===== src/rtl/decode_stage_if.sv =====
// Fetch-to-decode and decode-to-execute handshake bundle for decode_stage.
interface decode_stage_if;
  logic        if_valid;
  logic        if_ready;
  logic [31:0] if_instr;
  logic [31:0] if_pc;
  logic        id_valid;
  logic        id_ready;
  logic [31:0] id_pc;
  logic [31:0] id_imm;
  logic [4:0]  id_rd;
  logic [4:0]  id_rs1;
  logic [4:0]  id_rs2;
  logic [3:0]  id_alu_op;
  logic [23:0] id_ctrl;

  modport master (
    output if_valid, if_instr, if_pc, id_ready,
    input  if_ready, id_valid, id_pc, id_imm, id_rd, id_rs1, id_rs2, id_alu_op, id_ctrl
  );

  modport slave (
    input  if_valid, if_instr, if_pc, id_ready,
    output if_ready, id_valid, id_pc, id_imm, id_rd, id_rs1, id_rs2, id_alu_op, id_ctrl
  );
endinterface


===== src/rtl/decode_stage.sv =====
// Instruction decode stage: DEPTH-entry fetch FIFO, RV32I(+M) decoder on the
// FIFO head, and a registered valid/ready output to execute.
module decode_stage #(
  parameter int unsigned DEPTH = 2,
  parameter bit          RV32M = 1'b1
) (
  input  logic          clk,
  input  logic          rst,
  input  logic          flush,
  decode_stage_if.slave bus
);

  localparam int unsigned PTR_W = (DEPTH > 1) ? $clog2(DEPTH) : 1;
  localparam int unsigned CNT_W = PTR_W + 1;

  localparam logic [6:0] OPC_LOAD   = 7'b0000011;
  localparam logic [6:0] OPC_FENCE  = 7'b0001111;
  localparam logic [6:0] OPC_OP_IMM = 7'b0010011;
  localparam logic [6:0] OPC_AUIPC  = 7'b0010111;
  localparam logic [6:0] OPC_STORE  = 7'b0100011;
  localparam logic [6:0] OPC_OP     = 7'b0110011;
  localparam logic [6:0] OPC_LUI    = 7'b0110111;
  localparam logic [6:0] OPC_BRANCH = 7'b1100011;
  localparam logic [6:0] OPC_JALR   = 7'b1100111;
  localparam logic [6:0] OPC_JAL    = 7'b1101111;
  localparam logic [6:0] OPC_SYSTEM = 7'b1110011;

  localparam logic [31:0] WORD_ECALL  = 32'h0000_0073;
  localparam logic [31:0] WORD_EBREAK = 32'h0010_0073;
  localparam logic [31:0] WORD_MRET   = 32'h3020_0073;

  // Bit positions inside id_ctrl.
  localparam int unsigned C_REG_WRITE = 0;
  localparam int unsigned C_RS1_READ  = 1;
  localparam int unsigned C_RS2_READ  = 2;
  localparam int unsigned C_OP1_ZERO  = 3;
  localparam int unsigned C_OP1_PC    = 4;
  localparam int unsigned C_OP2_IMM   = 5;
  localparam int unsigned C_OP2_4     = 6;
  localparam int unsigned C_BRANCH    = 7;
  localparam int unsigned C_JAL       = 8;
  localparam int unsigned C_JALR      = 9;
  localparam int unsigned C_MEM_READ  = 10;
  localparam int unsigned C_MEM_WRITE = 11;
  localparam int unsigned C_CSR_READ  = 12;
  localparam int unsigned C_CSR_WRITE = 13;
  localparam int unsigned C_MUL       = 14;
  localparam int unsigned C_DIV       = 15;
  localparam int unsigned C_MRET      = 16;
  localparam int unsigned C_ECALL     = 17;
  localparam int unsigned C_EBREAK    = 18;
  localparam int unsigned C_ILL       = 19;
  localparam int unsigned C_F3        = 20;
  localparam int unsigned C_FENCE     = 23;

  logic [31:0]      fifo_instr [DEPTH];
  logic [31:0]      fifo_pc    [DEPTH];
  logic [PTR_W-1:0] rd_ptr;
  logic [PTR_W-1:0] wr_ptr;
  logic [CNT_W-1:0] count;

  logic push;
  logic pop;
  logic load;
  logic fifo_nonempty;

  logic [31:0] head;
  logic [6:0]  opcode;
  logic [2:0]  f3;
  logic [6:0]  f7;
  logic [4:0]  rd_f;
  logic [4:0]  rs1_f;
  logic [23:0] dec_ctrl;
  logic [3:0]  dec_alu;
  logic [31:0] dec_imm;
  logic        dec_ill;

  logic [31:0] imm_i, imm_s, imm_b, imm_u, imm_j, imm_z;

  assign fifo_nonempty = (count != '0);
  assign bus.if_ready  = (count < CNT_W'(DEPTH));
  assign load          = ~bus.id_valid | bus.id_ready;
  assign push          = bus.if_valid & bus.if_ready & ~flush;
  assign pop           = fifo_nonempty & load;

  assign head   = fifo_instr[rd_ptr];
  assign opcode = head[6:0];
  assign rd_f   = head[11:7];
  assign f3     = head[14:12];
  assign rs1_f  = head[19:15];
  assign f7     = head[31:25];

  assign imm_i = {{20{head[31]}}, head[31:20]};
  assign imm_s = {{20{head[31]}}, head[31:25], head[11:7]};
  assign imm_b = {{19{head[31]}}, head[31], head[7], head[30:25], head[11:8], 1'b0};
  assign imm_u = {head[31:12], 12'b0};
  assign imm_j = {{11{head[31]}}, head[31], head[19:12], head[20], head[30:21], 1'b0};
  assign imm_z = {27'b0, head[19:15]};

  // Decoder for the FIFO head; illegal words keep only ill_instr set.
  always_comb begin
    dec_ctrl = '0;
    dec_alu  = '0;
    dec_imm  = '0;
    dec_ill  = 1'b0;

    if (head[1:0] != 2'b11) begin
      dec_ill = 1'b1;
    end else begin
      case (opcode)
        OPC_OP: begin
          dec_ctrl[C_REG_WRITE] = 1'b1;
          dec_ctrl[C_RS1_READ]  = 1'b1;
          dec_ctrl[C_RS2_READ]  = 1'b1;
          dec_alu               = {f7[5], f3};
          if (f7 == 7'h01) begin
            dec_ill           = ~RV32M;
            dec_ctrl[C_MUL]   = ~f3[2];
            dec_ctrl[C_DIV]   = f3[2];
          end else if (f7 == 7'h20) begin
            dec_ill = ~((f3 == 3'b000) || (f3 == 3'b101));
          end else if (f7 != 7'h00) begin
            dec_ill = 1'b1;
          end
        end
        OPC_OP_IMM: begin
          dec_ctrl[C_REG_WRITE] = 1'b1;
          dec_ctrl[C_RS1_READ]  = 1'b1;
          dec_ctrl[C_OP2_IMM]   = 1'b1;
          dec_imm               = imm_i;
          // Only shifts-right carry the func7 qualifier; ADDI etc. keep bit 30 as immediate.
          dec_alu               = {(f3 == 3'b101) ? f7[5] : 1'b0, f3};
          if (f3 == 3'b001) dec_ill = (f7 != 7'h00);
          if (f3 == 3'b101) dec_ill = (f7 != 7'h00) && (f7 != 7'h20);
        end
        OPC_LOAD: begin
          dec_ctrl[C_REG_WRITE] = 1'b1;
          dec_ctrl[C_RS1_READ]  = 1'b1;
          dec_ctrl[C_OP2_IMM]   = 1'b1;
          dec_ctrl[C_MEM_READ]  = 1'b1;
          dec_ctrl[C_F3 +: 3]   = f3;
          dec_imm               = imm_i;
          dec_ill = (f3 == 3'b011) || (f3 == 3'b110) || (f3 == 3'b111);
        end
        OPC_STORE: begin
          dec_ctrl[C_RS1_READ]  = 1'b1;
          dec_ctrl[C_RS2_READ]  = 1'b1;
          dec_ctrl[C_OP2_IMM]   = 1'b1;
          dec_ctrl[C_MEM_WRITE] = 1'b1;
          dec_ctrl[C_F3 +: 3]   = f3;
          dec_imm               = imm_s;
          dec_ill               = (f3 >= 3'b011);
        end
        OPC_BRANCH: begin
          dec_ctrl[C_RS1_READ] = 1'b1;
          dec_ctrl[C_RS2_READ] = 1'b1;
          dec_ctrl[C_BRANCH]   = 1'b1;
          dec_ctrl[C_F3 +: 3]  = f3;
          dec_imm              = imm_b;
          dec_ill = (f3 == 3'b010) || (f3 == 3'b011);
        end
        OPC_LUI: begin
          dec_ctrl[C_REG_WRITE] = 1'b1;
          dec_ctrl[C_OP1_ZERO]  = 1'b1;
          dec_ctrl[C_OP2_IMM]   = 1'b1;
          dec_imm               = imm_u;
        end
        OPC_AUIPC: begin
          dec_ctrl[C_REG_WRITE] = 1'b1;
          dec_ctrl[C_OP1_PC]    = 1'b1;
          dec_ctrl[C_OP2_IMM]   = 1'b1;
          dec_imm               = imm_u;
        end
        OPC_JAL: begin
          dec_ctrl[C_REG_WRITE] = 1'b1;
          dec_ctrl[C_OP1_PC]    = 1'b1;
          dec_ctrl[C_OP2_4]     = 1'b1;
          dec_ctrl[C_JAL]       = 1'b1;
          dec_imm               = imm_j;
        end
        OPC_JALR: begin
          dec_ctrl[C_REG_WRITE] = 1'b1;
          dec_ctrl[C_RS1_READ]  = 1'b1;
          dec_ctrl[C_OP1_PC]    = 1'b1;
          dec_ctrl[C_OP2_4]     = 1'b1;
          dec_ctrl[C_JALR]      = 1'b1;
          dec_imm               = imm_i;
        end
        OPC_FENCE: begin
          dec_ctrl[C_FENCE] = 1'b1;
        end
        OPC_SYSTEM: begin
          if (f3 == 3'b000) begin
            if (head == WORD_ECALL)       dec_ctrl[C_ECALL]  = 1'b1;
            else if (head == WORD_EBREAK) dec_ctrl[C_EBREAK] = 1'b1;
            else if (head == WORD_MRET)   dec_ctrl[C_MRET]   = 1'b1;
            else                          dec_ill            = 1'b1;
          end else if (f3 == 3'b100) begin
            dec_ill = 1'b1;
          end else begin
            // CSRRW/CSRRWI with rd=0 skip the read; CSRRS/C with rs1=0 skip the write.
            dec_ctrl[C_REG_WRITE] = 1'b1;
            dec_ctrl[C_RS1_READ]  = ~f3[2];
            dec_ctrl[C_CSR_READ]  = (f3[1:0] != 2'b01) || (rd_f != 5'd0);
            dec_ctrl[C_CSR_WRITE] = (f3[1:0] == 2'b01) || (rs1_f != 5'd0);
            dec_ctrl[C_F3 +: 3]   = f3;
            dec_imm               = f3[2] ? imm_z : imm_i;
          end
        end
        default: dec_ill = 1'b1;
      endcase
    end

    if (dec_ill) begin
      dec_ctrl        = '0;
      dec_ctrl[C_ILL] = 1'b1;
      dec_alu         = '0;
    end
  end

  // FIFO storage; not reset, contents qualified by count.
  always_ff @(posedge clk) begin
    if (push) begin
      fifo_instr[wr_ptr] <= bus.if_instr;
      fifo_pc[wr_ptr]    <= bus.if_pc;
    end
  end

  // Pointers, count and output register; flush outranks push, pop and load.
  always_ff @(posedge clk) begin
    if (rst) begin
      rd_ptr        <= '0;
      wr_ptr        <= '0;
      count         <= '0;
      bus.id_valid  <= 1'b0;
      bus.id_pc     <= '0;
      bus.id_imm    <= '0;
      bus.id_rd     <= '0;
      bus.id_rs1    <= '0;
      bus.id_rs2    <= '0;
      bus.id_alu_op <= '0;
      bus.id_ctrl   <= '0;
    end else if (flush) begin
      rd_ptr       <= '0;
      wr_ptr       <= '0;
      count        <= '0;
      bus.id_valid <= 1'b0;
    end else begin
      if (push) wr_ptr <= wr_ptr + PTR_W'(1);
      if (pop)  rd_ptr <= rd_ptr + PTR_W'(1);
      case ({push, pop})
        2'b10:   count <= count + CNT_W'(1);
        2'b01:   count <= count - CNT_W'(1);
        default: count <= count;
      endcase
      if (load) begin
        bus.id_valid <= fifo_nonempty;
        if (fifo_nonempty) begin
          bus.id_pc     <= fifo_pc[rd_ptr];
          bus.id_imm    <= dec_imm;
          bus.id_rd     <= head[11:7];
          bus.id_rs1    <= head[19:15];
          bus.id_rs2    <= head[24:20];
          bus.id_alu_op <= dec_alu;
          bus.id_ctrl   <= dec_ctrl;
        end
      end
    end
  end

endmodule


===== src/flat_wrapper.sv =====
// flat-port wrapper written by rule: the top's interface ports become plain ports
module decode_stage_flat 
#(
  parameter int unsigned DEPTH = 2,
  parameter bit          RV32M = 1'b1
)
  (clk, rst, flush, bus_if_valid, bus_if_instr, bus_if_pc, bus_id_ready, bus_if_ready, bus_id_valid, bus_id_pc, bus_id_imm, bus_id_rd, bus_id_rs1, bus_id_rs2, bus_id_alu_op, bus_id_ctrl);
  decode_stage_if bus_i ();
  input  logic clk;
  input  logic rst;
  input  logic flush;
  input wire logic [$bits(bus_i.if_valid)-1:0] bus_if_valid;
  input wire logic [$bits(bus_i.if_instr)-1:0] bus_if_instr;
  input wire logic [$bits(bus_i.if_pc)-1:0] bus_if_pc;
  input wire logic [$bits(bus_i.id_ready)-1:0] bus_id_ready;
  output wire logic [$bits(bus_i.if_ready)-1:0] bus_if_ready;
  output wire logic [$bits(bus_i.id_valid)-1:0] bus_id_valid;
  output wire logic [$bits(bus_i.id_pc)-1:0] bus_id_pc;
  output wire logic [$bits(bus_i.id_imm)-1:0] bus_id_imm;
  output wire logic [$bits(bus_i.id_rd)-1:0] bus_id_rd;
  output wire logic [$bits(bus_i.id_rs1)-1:0] bus_id_rs1;
  output wire logic [$bits(bus_i.id_rs2)-1:0] bus_id_rs2;
  output wire logic [$bits(bus_i.id_alu_op)-1:0] bus_id_alu_op;
  output wire logic [$bits(bus_i.id_ctrl)-1:0] bus_id_ctrl;
  assign bus_i.if_valid = bus_if_valid;
  assign bus_i.if_instr = bus_if_instr;
  assign bus_i.if_pc = bus_if_pc;
  assign bus_i.id_ready = bus_id_ready;
  assign bus_if_ready = bus_i.if_ready;
  assign bus_id_valid = bus_i.id_valid;
  assign bus_id_pc = bus_i.id_pc;
  assign bus_id_imm = bus_i.id_imm;
  assign bus_id_rd = bus_i.id_rd;
  assign bus_id_rs1 = bus_i.id_rs1;
  assign bus_id_rs2 = bus_i.id_rs2;
  assign bus_id_alu_op = bus_i.id_alu_op;
  assign bus_id_ctrl = bus_i.id_ctrl;
  decode_stage #(.DEPTH(DEPTH), .RV32M(RV32M)) u_core (.clk(clk), .rst(rst), .flush(flush), .bus(bus_i));
endmodule

===== config.mk =====
export PLATFORM = sky130hd
export DESIGN_NAME = decode_stage_flat
export DESIGN_NICKNAME = d
export VERILOG_FILES = /design/src/rtl/decode_stage_if.sv /design/src/rtl/decode_stage.sv /design/src/flat_wrapper.sv
export SDC_FILE = /design/constraint.sdc
export NUM_CORES = 1
export LEC_CHECK = 0
export CORE_UTILIZATION = 47
export DETAILED_ROUTE_END_ITERATION = 8
export PLACE_DENSITY = 0.72
export SETUP_SLACK_MARGIN = 0.02
export SLEW_MARGIN = 10
export SYNTH_ARGS = -nofsm -noshare
export SYNTH_HDL_FRONTEND = slang
export SYNTH_SLANG_ARGS = --single-unit

===== constraint.sdc =====
create_clock -name clk -period 4.4 [get_ports clk]
set_clock_uncertainty 0.1 [all_clocks]
set_input_delay 0.44 -clock clk [delete_from_list [all_inputs] [get_ports clk]]
set_output_delay 0.44 -clock clk [all_outputs]
set_load 0.1 [all_outputs]

==> results of run 1 <==
[worst paths after layout]
check | from | to | depth (start not counted)
max reg2reg | flip-flop | u_core.bus.id_alu_op[3] | 6
min reg2reg | u_core.bus.id_imm[7] | u_core.bus.id_imm[7] | 2
max | flip-flop | u_core.bus.id_alu_op[3] | 6
min | rst | u_core.bus.id_ctrl[6] | 2
[sequential cells by signal (all words and copies together), names as in the netlist, named ones only]
register and cells:
u_core.bus.id_rs1 5, u_core.fifo_instr 64, u_core.fifo_pc 64, u_core.bus.id_alu_op 4
u_core.bus.id_imm 32, u_core.bus.id_valid 1, u_core.wr_ptr 1, u_core.bus.id_pc 32
u_core.rd_ptr 1, u_core.count 2, u_core.bus.id_ctrl 24, u_core.bus.id_rs2 5
u_core.bus.id_rd 5
[synth_stat cells (3+ instances only)]
| library cell | n | area share [%] |
|---|---|---|
| edfxtp_1 | 128 | 41 |
| dfxtp_1 | 113 | 24 |
| nor2_1 | 79 | 3.1 |
| nand2_1 | 59 | 2.4 |
| mux2i_1 | 55 | 5.8 |
| a211oi_1 | 47 | 3.7 |
| clkbuf_1 | 31 | 1.2 |
| nor3_1 | 29 | 1.5 |
| o21ai_0 | 23 | 1.2 |
| a21oi_1 | 20 | 1.1 |
| inv_1 | 12 | 0.48 |
| o221ai_1 | 11 | 1.0 |
| mux2_2 | 10 | 1.2 |
| nand3_1 | 9 | 0.48 |
| buf_2 | 7 | 0.37 |
| nor4_1 | 7 | 0.47 |
| o31ai_2 | 7 | 0.93 |
| a21boi_0 | 5 | 0.40 |
| a21o_1 | 5 | 0.40 |
| a222oi_1 | 5 | 0.53 |
| a22o_1 | 5 | 0.47 |
| a22oi_1 | 5 | 0.40 |
| or3_1 | 5 | 0.33 |
| xnor2_1 | 5 | 0.47 |
| and3_1 | 4 | 0.27 |
| buf_1 | 4 | 0.16 |
| nor4b_1 | 4 | 0.37 |
| or2_2 | 4 | 0.27 |
| a221oi_1 | 3 | 0.28 |
| a31oi_1 | 3 | 0.20 |
| a32oi_1 | 3 | 0.28 |
| and2_1 | 3 | 0.20 |
| nand3b_1 | 3 | 0.24 |
| nor2b_1 | 3 | 0.20 |
| o21a_1 | 3 | 0.24 |
[layer usage]
| layer | GRT usage, % | share of wire, % | up-vias |
|---|---|---|---|
| met5 | 0 | 0.056 | - |
| met4 | 7.56 | 2.8 | 2 |
| met1 | 29.8 | 42 | 3225 |
| met3 | 6.16 | 8.7 | 50 |
| met2 | 36.8 | 46 | 287 |
| li1 | - | - | 3264 |
[cell families after synthesis]
group	Yosys count	share of synthesized area, %
flip-flops	241	64.9
buffers and inverters	56	2.45
multiplexers	66	7.16
adder cells (fa/ha/maj)	1	0.133
AO/OA/AOI/OAI	169	13.5
XOR/XNOR	6	0.558
AND/OR/NAND/NOR	225	11.3
[metrics by stage]
stage                     cells  area [µm²]
after CTS                  1226       12300
after floorplan             764        9420
after global placement     1181       11500
after detailed placement   1181       11500
final                      1226       12300
after global routing       1226       12300
[final cells by class]
type	instances	area (µm²)	share of cell area, %
Clock inverter	10	68.8	0.561
Clock buffer	35	694	5.66
Multi-Input combinational cell	467	3100	25.2
Sequential cell	241	6110	49.8
Inverter	12	45.0	0.367
Timing Repair Buffer	196	1920	15.7
Tap cell	265	332	2.70
[report_power, final]
group          total, mW  switching [mW]  leakage (nW)  internal, mW
registers           2.48          0.0436          2.09          2.44
clock network       1.94           0.835         0.372          1.11
logic              0.581           0.400          1.46         0.182
total               5.01            1.28          3.92          3.73
==> flow_metrics.tcl, run 1 <==
set metrics [dict create \
    most-common-layout-cells "clkdlybuf4s50_1 (176), edfxtp_1 (128), dfxtp_1 (111), nor2_1 (77), nand2_1 (59)" \
    path_clk_slew_ns 0.06 \
    vias_per_cell 5.57 \
    total_power_mw 5.01 \
    worst-path-buf-inv 0 \
    rsz0062_at_grt "false" \
    gp_congestion 0.882 \
    path_cells "or4b_1, o22a_1, or4_1, o31a_1, or3_4, o41ai_2" \
    holdCritPathClass "primary input to flip-flop" \
    rrSetupSlack_ns 0.99 \
    postSynthCellCount 764 \
    num_vias 6828 \
    cp.required_ns 4.73 \
    ys_seq_area_share_pct 64.9 \
    firstDrtPassIters 6 \
    initial_core_util_pct 48.2 \
    final_max_slew_viol_count 0 \
    status "completed" \
    grt_use_total_pct 22.8 \
    critPathTopFamily "simple AND/OR/NAND/NOR gates" \
    power.density_nw_per_um2 408 \
    cp-start-kind "flip-flop" \
    ys_types 72 \
    max_freq_mhz 293 \
    cp.arrival_ns 3.74 \
    wl_per_cell_um 19.0 \
    cpPeakStageDelay_ns 0.82 \
    hpwlAfterDp_mm 16.3 \
    die_h_um 144 \
    diodes 0 \
    ir_drop_v 0.000380 \
    p_leak_nw 3.92 \
    end_kind "flip-flop" \
    num_rows 51 \
    wl_mm 23.2 \
    syn2layout_area_growth_pct 30.3 \
    ctsResizeCount 0 \
    syn_area_um2 9420 \
    htree_levels 1 \
    drc 0 \
    cts_tree "yes" \
    ys_warn_count 0 \
    grt_max_degree 60 \
    nFillCells 1574 \
    worst_pin_slew_ns 1.11 \
    post-route-util_pct 62.8 \
    finalCriticalPeriod_ns 3.41 \
    antenna_found_initial 2 \
    port-buffer-count 177 \
    overflow 0 \
    core_um2 19500 \
    post_cts_buffers 0 \
    synth_area_per_cell_um2 12.3 \
    die_w_um 144 \
    synth-main-ff-cell "edfxtp_1" \
    synth-edff-count 128 \
    drv_cap 0 \
    clock_sinks 241 \
    fin_ws_ns 0.991 \
    clockBufferDepth 3 \
    fin_tns_setup_ns 0 \
    finalCritPeriodShare_pct 77.5 \
    io_pins 178 \
    critPathSlowestCell "dfxtp_2" \
    cts_buffers 25 \
    layout_commonest_cell "clkdlybuf4s50_1" \
    worst-path-max-fanout 36 \
    hold_viol_final 0 \
    dp_slack_ns 1.01 \
    grt_pass1_vias 6529 \
    cts-root-buf "clkbuf_16" \
    setup_viol 0 \
    nets 1013 \
    holdWs_ns 0.243 \
    drive_gt1_share_pct 9.26 \
    dieArea_um2 20600 \
    drt_iter0_drc 501 \
    async_reset_ff_share_pct 0 \
    postCtsHoldBufs 0 \
    max-slew-margin-rel_pct 26.1 \
    ys_ff_latch 241 \
    syn-num-nets 834 \
    grt_pass1_wl_mm 36.1 \
    critPathKind "flip-flop to flip-flop" \
    clk_latency_ns 0.53 \
    antenna_left 0 \
]
No activity file was read; power rests on OpenSTA's default activity.
==> inputs of run 2 (changes only) <==
Settings changed: CORE_UTILIZATION 47 to 52, PLACE_DENSITY 0.72 to 0.76.
Clock period 4.4 ns to 3.2 ns, I/O delays scaled along.
==> run 2 against run 1 <==
  * Combinational power grew 41%
  * Sequential share of layout area is essentially flat
  * Global-route usage grew 2.8 points
  * Core utilization grew 7.4 points
  * Hold slack gained 0.040 ns
  * Clock power grew 38%
  * Die area shrank 9.5%
  * Non-clock buffer count grew 11
  * Highest routed layer is now met4
==> flow_metrics.tcl, run 2 (synthesis results as in run 1) <==
set metrics [dict create \
    status "completed" \
    syn2layout_area_growth_pct 30.4 \
    grt_pass1_wl_mm 36.6 \
    fin_tns_setup_ns 0 \
    wl_met1_mm 9.98 \
    power.switching_mw 1.73 \
    drv_cap 0 \
    port-buffer-count 177 \
    cts_tree "yes" \
    rrSetupSlack_ns 0.17 \
    finalCritPeriodShare_pct 94.6 \
    max-slew-margin-rel_pct 27.1 \
    total_power_mw 6.91 \
    drc 0 \
    hold_viol_final 0 \
    holdCritPathClass "primary input to flip-flop" \
    gp_congestion 0.932 \
    drive_gt1_share_pct 12.5 \
    wl_per_cell_um 19.7 \
    cp.arrival_ns 3.35 \
    holdWs_ns 0.283 \
    num_rows 48 \
    p_int_mw 5.18 \
    layout_commonest_cell "clkdlybuf4s50_1" \
    met2_length_mm 11.5 \
    top_layer_used "met4" \
    worst_pin_slew_ns 1.09 \
    cp-start-kind "flip-flop" \
    multiInputGateArea_um2 3100 \
    worstRegToRegCells 6 \
    comb_power_share_pct 11.8 \
    firstDrtPassIters 5 \
    grt_pass1_vias 6755 \
    stdcell_count 1198 \
    path_clk_slew_ns 0.06 \
    drt_iter0_drc 534 \
    worst-path-max-fanout 12 \
    p_leak_nw 4.03 \
    antenna_found_initial 0 \
    most-common-layout-cells "clkdlybuf4s50_1 (155), edfxtp_1 (128), dfxtp_1 (111), nor2_1 (77), nand2_1 (59)" \
    critPathKind "flip-flop to flip-flop" \
    nFillCells 1210 \
    grt_use_total_pct 25.7 \
    timing.rr.end "u_core.bus.id_alu_op[3]" \
    diodes 0 \
    ff_latch_area_um2 6110 \
    post_cts_buffers 0 \
    hold_depth 1 \
    route.met3.wl_mm 1.64 \
    num_vias 6955 \
    wl_mm 23.6 \
    vias_per_cell 5.81 \
    hp-start "bus_if_pc[0]" \
    hpwlAfterDp_mm 16.5 \
    io_pins 178 \
    holdPathEnd "u_core.fifo_pc[0][0]" \
    power.density_nw_per_um2 563 \
    reg_top3 "u_core.fifo_instr (64), u_core.fifo_pc (64)" \
    ctsResizeCount 0 \
    overflow 0 \
    die_h_um 137 \
    initial_core_util_pct 53.9 \
    crit-reg2reg-launch "u_core.fifo_instr[1][14]" \
    finalCriticalPeriod_ns 3.03 \
    dieArea_um2 18600 \
    cp.required_ns 3.53 \
    postCtsHoldBufs 0 \
    grt_max_degree 65 \
    ir_drop_v 0.000466 \
    clk_latency_ns 0.52 \
    cts-root-buf "clkbuf_16" \
    die_w_um 137 \
    htree_levels 1 \
    core_um2 17500 \
    p_sw_share_pct 25.0 \
    final_max_slew_viol_count 0 \
    nets 1024 \
    p_seq_share_pct 49.4 \
    end_kind "flip-flop" \
    rsz0062_at_grt "false" \
    dp.cells 1152 \
    clockBufferDepth 3 \
    setup_viol 0 \
    max_freq_mhz 330 \
    pwr-share-clk_pct 38.8 \
    cts_buffers 25 \
    clock_sinks 241 \
    antenna_left 0 \
]
==> run 2: worst max-delay path by stage <==
stage	start	cells past startpoint	end
6_report	u_core.fifo_instr[1][14]	6	u_core.bus.id_alu_op[3]
5_1_grt	flip-flop	9	u_core.bus.id_imm[25]
4_1_cts	u_core.fifo_instr[1][14]	6	u_core.bus.id_alu_op[3]
3_5_place_dp	u_core.fifo_instr[1][14]	6	u_core.bus.id_alu_op[3]
3_3_place_gp	u_core.fifo_instr[1][14]	6	u_core.bus.id_alu_op[3]
2_1_floorplan	u_core.fifo_instr[1][14]	7	u_core.bus.id_alu_op[1]
==> run 2: layer usage <==
layer,vias up,track usage [%]
li1,3283,-
met2,292,42.4
met1,3341,34.3
met5,-,0
met3,39,4.81
met4,0,7.78
==> run 2: power groups by stage <==
stage / Sequential [mW] / Combinational [mW] / Clock [mW]
after floorplan: 3.74 / 0.263 / 0
after detailed placement: 3.47 / 0.815 / 0
after global routing: 3.42 / 0.861 / 2.88
after CTS: 3.41 / 0.818 / 2.74
final: 3.41 / 0.817 / 2.68
after global placement: 3.47 / 0.801 / 0
==> run 2: cell type report <==
class / instances / share of cell area (%)
flip-flops and latches: 241 / 49.8
multi-input cells: 467 / 25.2
repair buffers: 207 / 16.1
clock buffers: 39 / 5.94
well taps: 225 / 2.29
inverters: 12 / 0.367
clock inverters: 7 / 0.316
==> run 2: critical path, stage by stage (launching register included) <==
cell and delay, ns:
edfxtp_1 0.43, or4b_1 0.52, o22a_1 0.21, or4_1 0.55, o31a_1 0.36, or3_4 0.47
o41ai_2 0.32
==> run 2: stage by stage <==
step,utilization [%],setup WS [ns],cell area (µm²)
floorplan,-,0.340,9420
global placement,65.8,0.197,11500
detailed placement,65.8,0.174,11500
CTS,70.2,0.185,12300
global route,70.2,0.0484,12300
finish,70.2,0.173,12300
==> inputs of run 3 (changes only) <==
Settings changed: CORE_ASPECT_RATIO from default to 1.5, SLEW_MARGIN 10 to 20.
==> run 3 against run 2 <==
  * The run now ends with DRC left
  * Die area hardly changed
  * Final cell count fell by 1.0%
  * Clock-buffer cell count decreased by 6
  * Critical path depth unchanged
  * Critical endpoint unchanged
  * Largest cell class unchanged
==> flow_metrics.tcl, run 3 (synthesis results as in run 1) <==
set metrics [dict create \
    status "complete, but fails checks" \
    violations "DRC" \
    critPathKind "flip-flop to flip-flop" \
    clockBufferDepth 3 \
    drc 11 \
    clk_latency_ns 0.50 \
    wl_mm 24.0 \
    p_leak_nw 4.06 \
    finalCriticalPeriod_ns 3.07 \
    firstDrtPassIters 9 \
    p_int_mw 5.10 \
    port-buffer-count 177 \
    most-common-layout-cells "clkdlybuf4s50_1 (144), edfxtp_1 (128), dfxtp_1 (111), nor2_1 (77), buf_4 (66)" \
    power.switching_mw 1.70 \
    wl_per_cell_um 20.2 \
    max_freq_mhz 326 \
    met2_length_mm 12.7 \
    layout_commonest_cell "clkdlybuf4s50_1" \
    reg_top3 "u_core.fifo_instr (64), u_core.fifo_pc (64)" \
    path_cells "or4b_1, o22a_1, or4_1, o31a_1, or3_4, o41ai_2" \
    drive_gt1_share_pct 14.3 \
    worstRegToRegCells 6 \
    crit-reg2reg-launch "u_core.fifo_instr[1][14]" \
    hp-start "rst" \
    path_clk_slew_ns 0.07 \
    die_w_um 112 \
    critPathSlowestCell "or4_1" \
    top_layer_used "met4" \
    num_rows 59 \
    core_um2 17600 \
    p_seq_share_pct 50.1 \
    setup_viol 0 \
    worst_pin_slew_ns 1.07 \
    antenna_found_initial 0 \
    fin_tns_setup_ns 0 \
    total_power_mw 6.79 \
    wl_met1_mm 9.20 \
    cts_buffers 22 \
    hold_viol_final 0 \
    timing.critical_path.to "u_core.bus.id_alu_op[3]" \
    grt_max_degree 91 \
    worst-path-max-fanout 12 \
    max-slew-margin-rel_pct 28.5 \
    grt_pass1_vias 7100 \
    drv_cap 0 \
    antenna_left 0 \
    finalCritPeriodShare_pct 95.9 \
    gp_congestion 0.935 \
    post-route-util_pct 69.6 \
    comb_power_share_pct 12.2 \
    cp.required_ns 3.50 \
    end_kind "flip-flop" \
    cp-startpoint "u_core.fifo_instr[1][14]" \
    num_vias 6917 \
    worst-path-buf-inv 0 \
    cp.arrival_ns 3.37 \
    die_h_um 167 \
    grt_use_total_pct 25.9 \
    io_pins 178 \
    hpwlAfterDp_mm 16.9 \
    dp_slack_ns 0.114 \
    drt_iter0_drc 514 \
    rsz0062_at_grt "false" \
    overflow 0 \
    p_sw_share_pct 25.0 \
    critPathTopFamily "simple AND/OR/NAND/NOR gates" \
    htree_levels 1 \
    initial_core_util_pct 53.6 \
    fin_ws_ns 0.132 \
    timing.rr.end "u_core.bus.id_alu_op[3]" \
    vias_per_cell 5.83 \
    cts_tree "yes" \
    final_max_slew_viol_count 0 \
    power.density_nw_per_um2 555 \
    clock_sinks 241 \
    route.met3.wl_mm 1.29 \
    grt_pass1_wl_mm 37.8 \
    cts-root-buf "clkbuf_16" \
    syn2layout_area_growth_pct 30.0 \
    nets 1027 \
    cpPeakStageDelay_ns 0.56 \
    pwr-share-clk_pct 37.7 \
    cp-start-kind "flip-flop" \
    diodes 0 \
    dieArea_um2 18700 \
    holdCritPathClass "primary input to flip-flop" \
    ir_drop_v 0.000500 \
    rrSetupSlack_ns 0.13 \
    path_depth 6 \
]
==> run 3: final cells by class <==
cell class | count | area [µm²]
sequential | 241 | 6110
fill | 1288 | 5330
multi-input combinational | 467 | 3120
timing repair buffer | 213 | 1980
clock buffer | 33 | 688
tap | 213 | 267
inverter | 12 | 45.0
clock inverter | 7 | 30.0
==> run 3: how the worst min path moves through the flow <==
stage / to / slack (ns) / cells past startpoint
2_1_floorplan: u_core.fifo_instr[0][0] / 0.32 / 0
3_3_place_gp: u_core.bus.id_alu_op[0] / 0.34 / 2
3_5_place_dp: u_core.bus.id_imm[17] / 0.34 / 2
4_1_cts: u_core.bus.id_ctrl[17] / 0.26 / 2
5_1_grt: u_core.bus.id_ctrl[3] / 0.29 / 2
6_report: u_core.bus.id_ctrl[17] / 0.27 / 2
==> run 3: repair_timing <==
action / CTS / global route
setup buffers: 0 / 2
setup endpoints to repair: 0 / 24
hold buffers: 0 / 0
gates resized for setup: 0 / 3
==> run 3: power groups by stage <==
stage / sequential (mW) / combinational, mW / clock [mW]
6_report: 3.41 / 0.827 / 2.56
2_1_floorplan: 3.74 / 0.263 / 0
4_1_cts: 3.41 / 0.828 / 2.59
3_3_place_gp: 3.47 / 0.811 / 0
5_1_grt: 3.41 / 0.869 / 2.73
3_5_place_dp: 3.47 / 0.823 / 0
==> run 3: routing by layer <==
layer / GRT usage, % / up-vias
met2: 47.1 / 231
li1: - / 3280
met4: 10.3 / 0
met5: 0 / -
met1: 30.4 / 3361
met3: 3.89 / 45
==> run 3: metrics by stage <==
| stage | area [µm²] | instances | hold slack, ns |
|---|---|---|---|
| finish | 12200 | 1186 | 0.274 |
| global placement | 11500 | 1144 | 0.337 |
| floorplan | 9420 | 764 | 0.319 |
| global route | 12200 | 1186 | 0.290 |
| CTS | 12200 | 1184 | 0.255 |
| detailed placement | 11500 | 1144 | 0.343 |
